--- src/rtl/npu_ctrl_seq.sv ---
// NPU control sequencer: host instruction FIFO feeding a three-state
// decode/issue machine that starts the load-store, mover and execution units.
module npu_ctrl_seq #(
    parameter int FIFO_DEPTH = 8,
    parameter int N_EU       = 32
) (
    input  logic                          clk,
    input  logic                          rst_n,
    input  logic [31:0]                   h2f_io,
    input  logic                          h2f_write,
    output logic                          h2f_full,
    output logic [$clog2(FIFO_DEPTH):0]   fifo_count,
    output logic                          isrunning,
    output logic [31:0]                   inst_out,
    output logic                          load_start,
    output logic                          store_start,
    output logic                          move_start,
    input  logic                          ldst_done,
    input  logic                          move_done,
    output logic                          rf_ram_sel,
    output logic [N_EU-1:0]               eu_fetch,
    output logic [N_EU-1:0]               eu_exec,
    output logic                          err_overflow,
    output logic                          err_badunit
);

    localparam int AW = $clog2(FIFO_DEPTH);
    localparam int CW = AW + 1;
    localparam logic [CW-1:0] DEPTH_C = CW'(FIFO_DEPTH);
    localparam logic [5:0]    N_EU_C  = 6'(N_EU);

    typedef enum logic [1:0] {
        ST_IDLE   = 2'd0,
        ST_DECODE = 2'd1,
        ST_ISSUE  = 2'd2
    } state_e;

    typedef enum logic [2:0] {
        OP_NOP   = 3'd0,
        OP_LOAD  = 3'd1,
        OP_STORE = 3'd2,
        OP_MOVE  = 3'd3,
        OP_FETCH = 3'd4,
        OP_EXEC  = 3'd5,
        OP_SYNC  = 3'd6,
        OP_NOP7  = 3'd7
    } opcode_e;

    logic [31:0]   fifo_mem_r [FIFO_DEPTH];
    logic [AW-1:0] wr_ptr_r;
    logic [AW-1:0] rd_ptr_r;
    logic [CW-1:0] count_r;
    state_e        state_r;
    state_e        state_s;
    logic [31:0]   inst_r;
    logic          ldst_busy_r;
    logic          move_busy_r;
    logic          rf_ram_sel_r;
    logic          err_overflow_r;
    logic          err_badunit_r;

    logic          full_s;
    logic          empty_s;
    logic          pop_s;
    logic          push_s;
    logic          overflow_s;
    opcode_e       opcode_s;
    logic [4:0]    unit_s;
    logic          unit_ok_s;
    logic          engines_idle_s;
    logic          issue_s;
    logic          load_s;
    logic          store_s;
    logic          move_s;
    logic          fetch_s;
    logic          exec_s;
    logic          badunit_s;
    logic [31:0]   onehot_s;

    // Field extraction for the instruction sitting in the issue register.
    function automatic opcode_e get_opcode(input logic [31:0] inst);
        return opcode_e'(inst[31:29]);
    endfunction

    function automatic logic [4:0] get_unit(input logic [31:0] inst);
        return inst[28:24];
    endfunction

    assign full_s         = (count_r == DEPTH_C);
    assign empty_s        = (count_r == {CW{1'b0}});
    assign pop_s          = (state_r == ST_IDLE) && !empty_s;
    // A pop on the same edge frees a slot, so a write while full still lands.
    assign push_s         = h2f_write && (!full_s || pop_s);
    assign overflow_s     = h2f_write && full_s && !pop_s;
    assign opcode_s       = get_opcode(inst_r);
    assign unit_s         = get_unit(inst_r);
    assign unit_ok_s      = ({1'b0, unit_s} < N_EU_C);
    assign engines_idle_s = !ldst_busy_r && !move_busy_r;
    assign onehot_s       = 32'd1 << unit_s;

    // Next-state and issue decode.
    always_comb begin
        state_s   = state_r;
        issue_s   = 1'b0;
        load_s    = 1'b0;
        store_s   = 1'b0;
        move_s    = 1'b0;
        fetch_s   = 1'b0;
        exec_s    = 1'b0;
        badunit_s = 1'b0;
        case (state_r)
            ST_IDLE: begin
                if (!empty_s) begin
                    state_s = ST_DECODE;
                end else begin
                    state_s = ST_IDLE;
                end
            end
            ST_DECODE: begin
                state_s = ST_ISSUE;
            end
            ST_ISSUE: begin
                case (opcode_s)
                    OP_LOAD: begin
                        issue_s = engines_idle_s;
                        load_s  = engines_idle_s;
                    end
                    OP_STORE: begin
                        issue_s = engines_idle_s;
                        store_s = engines_idle_s;
                    end
                    OP_MOVE: begin
                        issue_s = engines_idle_s;
                        move_s  = engines_idle_s;
                    end
                    OP_SYNC: begin
                        issue_s = engines_idle_s;
                    end
                    OP_FETCH: begin
                        issue_s   = 1'b1;
                        fetch_s   = unit_ok_s;
                        badunit_s = !unit_ok_s;
                    end
                    OP_EXEC: begin
                        issue_s   = 1'b1;
                        exec_s    = unit_ok_s;
                        badunit_s = !unit_ok_s;
                    end
                    default: begin
                        issue_s = 1'b1;
                    end
                endcase
                if (issue_s) begin
                    state_s = ST_IDLE;
                end else begin
                    state_s = ST_ISSUE;
                end
            end
            default: begin
                state_s = ST_IDLE;
            end
        endcase
    end

    // Engine and EU start pulses, decoded straight from the issue state.
    always_comb begin
        load_start  = load_s;
        store_start = store_s;
        move_start  = move_s;
        if (fetch_s) begin
            eu_fetch = onehot_s[N_EU-1:0];
        end else begin
            eu_fetch = {N_EU{1'b0}};
        end
        if (exec_s) begin
            eu_exec = onehot_s[N_EU-1:0];
        end else begin
            eu_exec = {N_EU{1'b0}};
        end
    end

    // Queue storage; contents are don't-care until written, so no reset.
    always_ff @(posedge clk) begin
        if (push_s) begin
            fifo_mem_r[wr_ptr_r] <= h2f_io;
        end
    end

    // Queue pointers and occupancy.
    always_ff @(posedge clk or negedge rst_n) begin
        if (!rst_n) begin
            wr_ptr_r <= {AW{1'b0}};
            rd_ptr_r <= {AW{1'b0}};
            count_r  <= {CW{1'b0}};
        end else begin
            if (push_s) begin
                wr_ptr_r <= wr_ptr_r + 1'b1;
            end
            if (pop_s) begin
                rd_ptr_r <= rd_ptr_r + 1'b1;
            end
            case ({push_s, pop_s})
                2'b10:   count_r <= count_r + 1'b1;
                2'b01:   count_r <= count_r - 1'b1;
                default: count_r <= count_r;
            endcase
        end
    end

    // Sequencer state, issue register and RAM ownership.
    always_ff @(posedge clk or negedge rst_n) begin
        if (!rst_n) begin
            state_r      <= ST_IDLE;
            inst_r       <= 32'd0;
            rf_ram_sel_r <= 1'b0;
        end else begin
            state_r <= state_s;
            if (pop_s) begin
                inst_r <= fifo_mem_r[rd_ptr_r];
            end
            if (load_s || store_s) begin
                rf_ram_sel_r <= 1'b1;
            end else if (move_s) begin
                rf_ram_sel_r <= 1'b0;
            end
        end
    end

    // Engine busy tracking; a start wins over a coincident done.
    always_ff @(posedge clk or negedge rst_n) begin
        if (!rst_n) begin
            ldst_busy_r <= 1'b0;
            move_busy_r <= 1'b0;
        end else begin
            if (load_s || store_s) begin
                ldst_busy_r <= 1'b1;
            end else if (ldst_done) begin
                ldst_busy_r <= 1'b0;
            end
            if (move_s) begin
                move_busy_r <= 1'b1;
            end else if (move_done) begin
                move_busy_r <= 1'b0;
            end
        end
    end

    // Sticky error flags, cleared only by reset.
    always_ff @(posedge clk or negedge rst_n) begin
        if (!rst_n) begin
            err_overflow_r <= 1'b0;
            err_badunit_r  <= 1'b0;
        end else begin
            if (overflow_s) begin
                err_overflow_r <= 1'b1;
            end
            if (badunit_s) begin
                err_badunit_r <= 1'b1;
            end
        end
    end

    assign h2f_full     = full_s;
    assign fifo_count   = count_r;
    assign inst_out     = inst_r;
    assign rf_ram_sel   = rf_ram_sel_r;
    assign err_overflow = err_overflow_r;
    assign err_badunit  = err_badunit_r;
    assign isrunning    = (state_r != ST_IDLE) || !empty_s || ldst_busy_r || move_busy_r;

endmodule

--- config.mk ---
export PLATFORM = sky130hd
export DESIGN_NAME = npu_ctrl_seq
export DESIGN_NICKNAME = d
export VERILOG_FILES = /design/src/rtl/npu_ctrl_seq.sv
export SDC_FILE = /design/constraint.sdc
export NUM_CORES = 1
export LEC_CHECK = 0
export CAP_MARGIN = 0
export CELL_PAD_IN_SITES_DETAIL_PLACEMENT = 1
export CELL_PAD_IN_SITES_GLOBAL_PLACEMENT = 1
export CORE_MARGIN = 8
export CORE_UTILIZATION = 25
export DETAILED_ROUTE_END_ITERATION = 8
export GPL_ROUTABILITY_DRIVEN = 0
export PLACE_DENSITY = 0.5
export SLEW_MARGIN = 20
export SYNTH_ARGS = -nofsm -noshare
export SYNTH_HDL_FRONTEND = slang
export SYNTH_SLANG_ARGS = --single-unit
--- constraint.sdc ---
create_clock -name clk -period 7.6 [get_ports clk]
set_clock_uncertainty 0.15 [all_clocks]
set_input_delay 1.52 -clock clk [delete_from_list [all_inputs] [get_ports clk]]
set_output_delay 1.52 -clock clk [all_outputs]
set_load 0.02 [all_outputs]
; ---- Word-level counts from Yosys, hierarchy flattened
; Memories as Yosys holds them, arrays and structs flattened. A register that Yosys moved wholly into a read port is not among the register bits.
; Index checks and enable logic that the tools add are counted.
[op_classes]
add_sub_neg = 4
n_eq_ne = 11
shifts = 1
n_mux = 26
n_reduce_logical = 24
[ops]
columns = cell, count
row1 = $mux 32, 2
row2 = $shl 1x5->32 const A, 1
row3 = $mux 1, 21
row4 = $reduce_bool 2->1, 5
row5 = $eq 3x3->1 const B, 3
row6 = $pmux 4 s2, 1
row7 = $add 3x1->3 const B, 2
row8 = $eq 3x2->1 const B, 2
row9 = $logic_not 1->1, 6
row10 = $pmux 2 s3, 1
row11 = $logic_and 1x1->1, 5
row12 = $logic_or 1x1->1, 5
row13 = $add 4x1->4 const B, 1
row14 = $eq 2x1->1 const B, 2
row15 = $eq 2x2->1 const B, 2
row16 = $eq 4x4->1 const B, 1
row17 = $logic_not 4->1, 1
row18 = $reduce_or 4->1, 1
row19 = $sub 4x1->4 const B, 1
row20 = $eq 3x1->1 const B, 1
row21 = $logic_not 2->1, 1
row22 = $mux 2, 1
[totals]
ff_bits = 16
mem_bits_rw = 256
in_bits = 37
out_inout_bits = 108
word_cells = 75
mem_count = 1
[memory_table]
columns = name, words, word_bits, read_ports, rd_clocked_by_memory_dff, write_ports, line
row1 = fifo_mem_r, 8, 32, 1, 1, 1, 49  ; logic [31:0] fifo_mem_r [FIFO_DEPTH];

; ---- Depth between registers and ports, before layout
; Gate-level depths: netlist of the first run.
[depth]
ltp_word = 7
depth_mapped = 8
mapped_depth_nobuf = 7

; ---- Worst setup path after synthesis of the first run
; No wires, ideal clock.
[synth_timing]
path_type = input -> register
start = in h2f_write
end = mem fifo_mem_r[4][0], enable pin
setup_time_ns = 0.461
arrival_ns = 4.129
required_ns = 6.989
setup_slack_ns = 2.860
stages = 3
n_path_buf = 1
path_cell_list = clkbuf_1 -> nand2_1 -> nor3_1
[synth_via]
elab_chain_len = 3
[synth_rtl]
columns = element, line
row1 = start: declaration, 10  ; input logic h2f_write,
row2 = $logic_and 1x1->1, 93  ; assign push_s = h2f_write && (!full_s || pop_s);
row3 = $mux 1, 184  ; if (push_s) begin
row4 = $mux 1 (not written as such), 185  ; fifo_mem_r[wr_ptr_r] <= h2f_io;
row5 = end: declaration, 49
; Every way passes these cells.

; ---- Final worst setup path of the first run
[layout_timing]
start = reg state_r[0]
end = out eu_exec[21]
[layout_via]
elab_chain_len = 3
[layout_rtl]
columns = element, line
row1 = start: declaration, 53  ; state_e state_r;
row2 = start signal: assignment, 217  ; state_r <= state_s;
row3 = $eq 2x2->1, -
row4 = $mux 1, 111  ; case (state_r)
row5 = $mux 32, 175  ; if (exec_s) begin
row6 = end: declaration, 22  ; output logic [N_EU-1:0] eu_exec,
; Every way passes these cells.

==> results by stage, run 1 <==
Floorplanning:
- The I/O pin count is 145.
- The total area inside the core boundary comes to 48650 µm².
- In this run the horizontal extent of the chip is 237.4 µm.
- The die covers 56350 µm².
- For this configuration, the core starts out at a cell density of 0.2519.
- The cell row count is 81.
- The die extent in y is 237.4 µm.

Detailed routing:
- The wire length reported by the detailed router is 32470 µm.
- Before antenna repair, the detailed router went through 4 iterations.
- The post-route antenna net violation count is 0.
- After detailed routing, the number of remaining DRC violations is 0.
- The via count of the routed design is 7247.
- In the final routed layout, each cell accounts on average for 20.03 µm.
- The detailed router finished its first iteration with 343 violations.
- Using the TritonRoute via totals, the vias-per-cell ratio works out to 4.471.

Finish:
- Leaving out fill and tap cells, the most frequent cell in the layout is edfxtp_1.
- Summing all flip-flop and latch instances after layout gives 8892 µm².
- The area growth from synthesis to layout is 26.61%.
- The layout filler cell count is 5111.
- Once layout is complete, the utilization of the core stands at 0.3189.
- The total area of multi-input combinational cells is 3142 µm².
- Leaving out fill and tap cells, the most frequent cells in the layout are edfxtp_1, clkdlybuf4s50_1, mux2i_1.
- After the last flow step, the layout net total stands at 1012.
- In the final layout, the share of cells above drive strength 1 is 0.08517.

Clocking:
- The setup fix buffers added after clock tree synthesis is 0.
- The CTS tree is done.
- The number of buffers between clock root and the deepest sink is 3.
- For this design, the CTS-stage hold fixing added 0 buffers.
- The total of cells resized after clock tree synthesis is 0.
- TritonCTS created 35 clock buffers.
- The clock latency of the later-clocked register in the worst-skew pair is 510 ps.
- In this run the clock root is driven by a clkbuf_16.
- The CTS H-tree depth is 2.
- The number of sinks on the clock net is 304.
- The clock-pin slew reported for the worst setup and hold paths after clock tree synthesis is 60 ps.

Synth:
- The warning count from the yosys run is 0.
- The async set-or-reset flop fraction in the synthesized netlist is 0.1579.
- Among all flip-flop cells after synthesis, the most frequent one is edfxtp_1.
- The synthesis-stage register bit count is 304.
- The synthesized netlist net count is 860.
- In the synthesized netlist, the number of instances is 820.
- The number of enable-type register cells in the synthesized netlist is 256.
- The mean area per synthesized cell is 14.94 µm².
- The count of distinct cell types in the synthesized netlist is 42.
- The share of the Yosys chip area taken by registers is 0.7254.
- The cell area after synthesis is 12250 µm².

Placed design:
- Summed over all nets, the half-perimeter wirelength after detailed placement is 19770 µm.
- Buffers placed on the I/O ports in this run total 143.

Global route:
- Across every metal layer, demand over resource in global routing totals 0.1136.
- The number of antenna violations at the first check in global routing came to 2.
- The total global routing overflow is 0.
- The via count of the first global-routing pass came to 7962.
- The first-pass GRT wire length is 49740 µm.
- Entering global routing, the biggest net connects 49 pins.

Timing:
- Setup repair after global routing left no endpoint under its margin.
- The final hold violation count was 0.
- The worst-case headroom to the max-slew limit is 0.3381.
- The share of the clock period used by the worst path is 0.5889.
- The max-slew violation count was 0.
- Setup total negative slack on the finished layout was measured at 0 ps.
- The final critical path time including I/O delays and setup is 4475 ps.
- The fmax is 223.4 MHz.
- Setup violations remaining at the end of the flow were counted as 0.
- The transition at the pin with the smallest max-transition slack is 992.9 ps.

Power and ir drop:
- The leakage power summed over all cells is 5.504 nW.
- VDD sags by at most 0.1740 mV.
- Dividing total power by cell area gives a power density of 383.8 nW/µm².

Worst setup path:
- The worst setup path is of the reg2out kind.
- Of all nets on the critical path, the largest fanout is 8.
- The endpoint class of the critical path is a primary output.
- At the worst endpoint, the required time is 5930 ps.
- For flop-to-flop paths, the worst setup slack is 4830 ps.
- The worst setup path is launched from a register.
- At the worst endpoint, the arrival time is 2810 ps.

Outcome:
- The flow ran to the end, and the final reports show no timing, DRC or antenna violations.

Hold path:
- The worst hold path class is reg2reg.

Job:
- The max capacitance violation total is 0.
==> final timing paths <==
| kind | start | cells after the start | to |
|---|---|---|---|
| worst max-delay path | state_r[0] | 5 | eu_exec[21] |
| worst min-delay path | err_overflow | 1 | err_overflow |
| min in group asynchronous | rst_n | 2 | inst_out[8] |
| max in group asynchronous | rst_n | 2 | rd_ptr_r[0] |
| worst min register to register | err_overflow | 1 | err_overflow |
| worst max register to register | rd_ptr_r[0] | 5 | inst_out[27] |
==> cell usage after synthesis, types with 4 or more instances <==
cell      number  area, µm²
o21ai_0        6      30.03
nand3_1       41      205.2
buf_4         14      105.1
buf_2          6      30.03
xor2_1         4      35.03
nand2b_1       8      50.05
xnor2_1        4      35.03
nor2b_1        6      37.54
nand2_1       87      326.6
edfxtp_1     256       7687
dfrtp_1       48       1201
a22oi_1       64      480.5
clkbuf_1      24      90.09
nor2_1        78      292.8
inv_1          6      22.52
mux2i_1      130       1301
==> report_power, final <==
part	switching, mW	total (mW)	internal [mW]	leakage, nW
clock	0.628	1.61	0.977	0.534
sequential	0.250	2.41	2.16	2.91
combinational	1.19	1.94	0.744	2.06
total	2.07	5.95	3.88	5.50
==> flip-flops by register name, indices dropped and copies added (netlist names) <==
signal and cells:
inst_out 32, move_busy_r 1, state_r 2, wr_ptr_r 3, err_overflow 1, fifo_mem_r 256
ldst_busy_r 1, rf_ram_sel 1, rd_ptr_r 3, fifo_count 4
==> per-stage QoR <==
stage	setup slack, ps	instance area [µm²]	power, mW	hold WS (ps)	std cells
2_1_floorplan	2860	12250	3.672	334.9	820
3_3_place_gp	3598	14410	4.418	305.9	1557
3_5_place_dp	3501	14410	4.449	317.1	1557
4_1_cts	3015	15510	6.091	331.4	1620
5_1_grt	2908	15510	6.331	346.3	1620
6_report	3125	15510	5.954	321.1	1621
==> critical path: stages (launching register included) <==
cell             delay [ps]
dfrtp_1                 430
nand3b_1                230
nor3b_1                 520
nand2_1                 310
nor2_1                  170
clkdlybuf4s50_1         630
==> kinds of logic after synthesis <==
logic type / count (synthesis) / share of synthesized area
compound gates: 79 / 0.04687
xor+xnor: 8 / 0.005718
fa+ha+maj: 3 / 0.003064
buf+inv: 54 / 0.02349
flops: 304 / 0.7254
mux: 132 / 0.1080
other cells: 1 / 0.0003060
simple gates: 239 / 0.08710
==> layer usage <==
| layer | track usage | vias to the layer above | share of wire |
|---|---|---|---|
| met3 | 0.02907 | 49 | 0.056 |
| met5 | 0 | - | 0.00031 |
| met2 | 0.1878 | 176 | 0.47 |
| met1 | 0.1461 | 3651 | 0.45 |
| li1 | - | 3369 | - |
| met4 | 0.03258 | 2 | 0.022 |
==> final cells by class <==
cell class,instances,area share
Antenna cell,1,0.0001613
Clock buffer,58,0.06799
Multi-Input combinational cell,462,0.2025
Tap cell,622,0.05017
Inverter,7,0.001855
Clock inverter,5,0.002984
Timing Repair Buffer,162,0.1011
Sequential cell,304,0.5732
Power figures use the tool's default switching activity.
==> run 2, diff against run 1 <==
==> constraint.sdc (replaced) <==
create_clock -name clk -period 4.68 [get_ports clk]
set_clock_uncertainty 0.15 [all_clocks]
set_input_delay 0.936 -clock clk [delete_from_list [all_inputs] [get_ports clk]]
set_output_delay 0.936 -clock clk [all_outputs]
set_load 0.02 [all_outputs]
==> results by stage, run 2 (synthesis results as in run 1) <==
Worst setup path:
- The internal reg-to-reg setup slack is 2070 ps.
- At the worst endpoint, the required time is 3590 ps.
- The data arrival time of the critical path is 2810 ps.
- The capturing point of the worst reg2reg path is inst_out[25].
- STA classifies the critical path endpoint as a primary output.
- The critical path in this run is classified as reg2out.
- The critical path launch point type is a register.
- The cell count of the worst reg-to-reg path is 6.
- The launch instance of the worst register-to-register path is fifo_count[1].
- Along the worst path, the maximum fanout reaches 8.

Power and ir drop:
- Of the total power, the clock network draws 0.277.
- For this design the static power due to leakage is 5.543 nW.
- Of the total power, the share spent switching nets is 0.3495.
- Internal power comes to 6.407 mW.
- The share of total power dissipated in combinational logic is 0.324.
- The sequential power share is 0.399.
- The power density over cell area is 630.5 nW/µm².
- The power dissipated by switching net loads is 3.442 mW.
- IR analysis of the VDD net gives a maximum drop of 0.3554 mV.

Floorplanning:
- The area of the die is 56350 µm².
- The die is 237.4 µm wide.
- Pin placement for this block handled 145 I/O pins.
- The floorplan step set the die height to 237.4 µm.
- The starting density of the core is 0.2519.
- The cell row count is 81.
- The core region is 48650 µm².

Timing:
- At the pin with the least slew margin, the transition time is 931.5 ps.
- The share of the clock period used by the worst path is 0.8334.
- Setup repair after global routing left no endpoint under its margin.
- The sum of negative setup slack is 0 ps.
- The final critical path time including I/O delays and setup is 3901 ps.
- Setup slack closes at 779.5 ps.
- The number of setup violations in the final report is 0.
- For this run, the top clock speed supported by timing is 256.4 MHz.
- The worst-case headroom to the max-slew limit is 0.3790.
- The final hold violation count is 0.
- The max-slew violation count was 0.

Placed design:
- The number of I/O port buffers is 143.
- Prior to clock tree synthesis, the placed netlist has a worst setup slack of 1085 ps.
- The HPWL reported at the end of detailed placement is 20990 µm.

Global route:
- In the global route stage, met1 resource usage came out at 0.1531.
- The total overflow left after global routing is 0.
- The via count of the first global-routing pass is 7963.
- In the global route stage, met2 resource usage came out at 0.1889.
- The met3 track demand over resource in global routing is 0.02606.
- For this run, the total global-route usage over all layers was measured as 0.1146.
- The first-pass GRT wire length is 50070 µm.
- The number of antenna violations at the first check in global routing was 1.
- The largest net degree at the start of global routing is 50.
- In this run the most used layer during global routing was met2.

Clocking:
- The clock latency of the later-clocked register in the worst-skew pair is 510 ps.
- The post-cts hold buffer count is 0.
- The CTS H-tree depth is 2.
- The total of cells resized after clock tree synthesis is 0.
- The clock passes through at most 3 buffers.
- The CTS tree is done.
- The clock net in this run drives a total of 304 sinks.
- Clock-pin slew was measured on the worst setup and hold paths at 60 ps.
- The CTS root buffer is clkbuf_16.
- After clock tree synthesis, the setup repair step added 0 buffers.
- The number of clock buffers added by TritonCTS is 35.

Hold path:
- The worst hold path begins at err_overflow.
- The cell depth of the worst min-delay path is 1.
- The min-delay analysis places its worst path in the category reg2reg.
- The path with the worst hold slack has its endpoint at err_overflow.

Detailed routing:
- Dividing the detail-routed wire length by the instance count gives 20.35 µm.
- The number of detailed-routing iterations run before antenna repair is 4.
- Dividing the detail-routed via count by the number of cells gives 4.465.
- The via count of the routed design is 7229.
- In this run the remaining antenna-violating nets after routing total 0.
- The DRC marker count from the first detailed-route iteration is 323.
- The number of DRC violations after detailed routing is 0.
- After detailed routing, the total wire length is 32950 µm.

Finish:
- The library cell used most frequently in the layout, excluding fill and tap cells, is edfxtp_1.
- From synthesis to final layout, the design area changed by 27.50%.
- In the layout the commonest cells are edfxtp_1, clkdlybuf4s50_1, mux2i_1.
- The net count of the finished layout is 1011.
- The fraction of layout cells with a size suffix above 1 is 0.08735.
- The register containing the most flip-flops in the final layout is fifo_mem_r.
- The register with the most flip-flops in the layout has 256 of them.

Job:
- The tool flagged a number of max-cap violations equal to 0.

Outcome:
- The run finished with clean final reports.
## run 2: changes by cell type in the layout (fill, tap and decap cells not counted), sizes merged
cell | previous run | this run
bufinv | 1 | 3
clkbuf | 58 | 49
clkinv | 4 | 10
buf | 20 | 19
## run 2: routing by layer
layer | vias to the layer above | wire length [µm]
li1 | 3364 | -
met1 | 3675 | 15500
met2 | 159 | 15500
met3 | 31 | 1538
met4 | 0 | 412
met5 | - | 0
## run 2: cell type report
type                    instances  area [µm²]
clock inverters                13       131.4
fillers                      5138       33020
clock buffers                  49        1011
multi-input cells             462        3142
well taps                     622       778.2
diodes                          1       2.502
repair buffers                161        1637
flip-flops and latches        304        8892
inverters                       7       28.78
## run 2: metrics by stage
step | power [mW] | std cells | utilization | hold slack, ps | instance area, µm²
floorplan | 5.963 | 820 | - | 334.9 | 12250
global placement | 7.239 | 1556 | 0.2976 | 308.0 | 14480
detailed placement | 7.300 | 1556 | 0.2976 | 304.9 | 14480
CTS | 10.06 | 1618 | 0.3211 | 318.6 | 15620
global route | 10.42 | 1618 | 0.3211 | 339.7 | 15620
finish | 9.850 | 1619 | 0.3211 | 315.7 | 15620
## run 2: power groups by stage
stage	logic (mW)	registers, mW	clock network [mW]
final	3.19	3.93	2.73
after global routing	3.50	4.01	2.91
after CTS	3.31	3.95	2.81
after global placement	3.26	3.98	0
after detailed placement	3.30	4.00	0
after floorplan	1.98	3.98	0
## run 2: worst max-delay path by stage
stage,from,to,depth (start not counted)
final,state_r[0],eu_exec[9],5
after global routing,state_r[0],eu_exec[31],5
after CTS,state_r[0],eu_exec[30],5
after detailed placement,h2f_write,fifo_mem_r[0][7],4
after global placement,h2f_write,fifo_mem_r[0][7],4
after floorplan,h2f_write,fifo_mem_r[4][0],3
## run 2: critical path, stage by stage (launching register included)
cell	delay, ps
dfrtp_1	440
nand3b_1	220
nor3b_1	550
nand2_1	330
nor2_1	160
clkdlybuf4s50_1	620
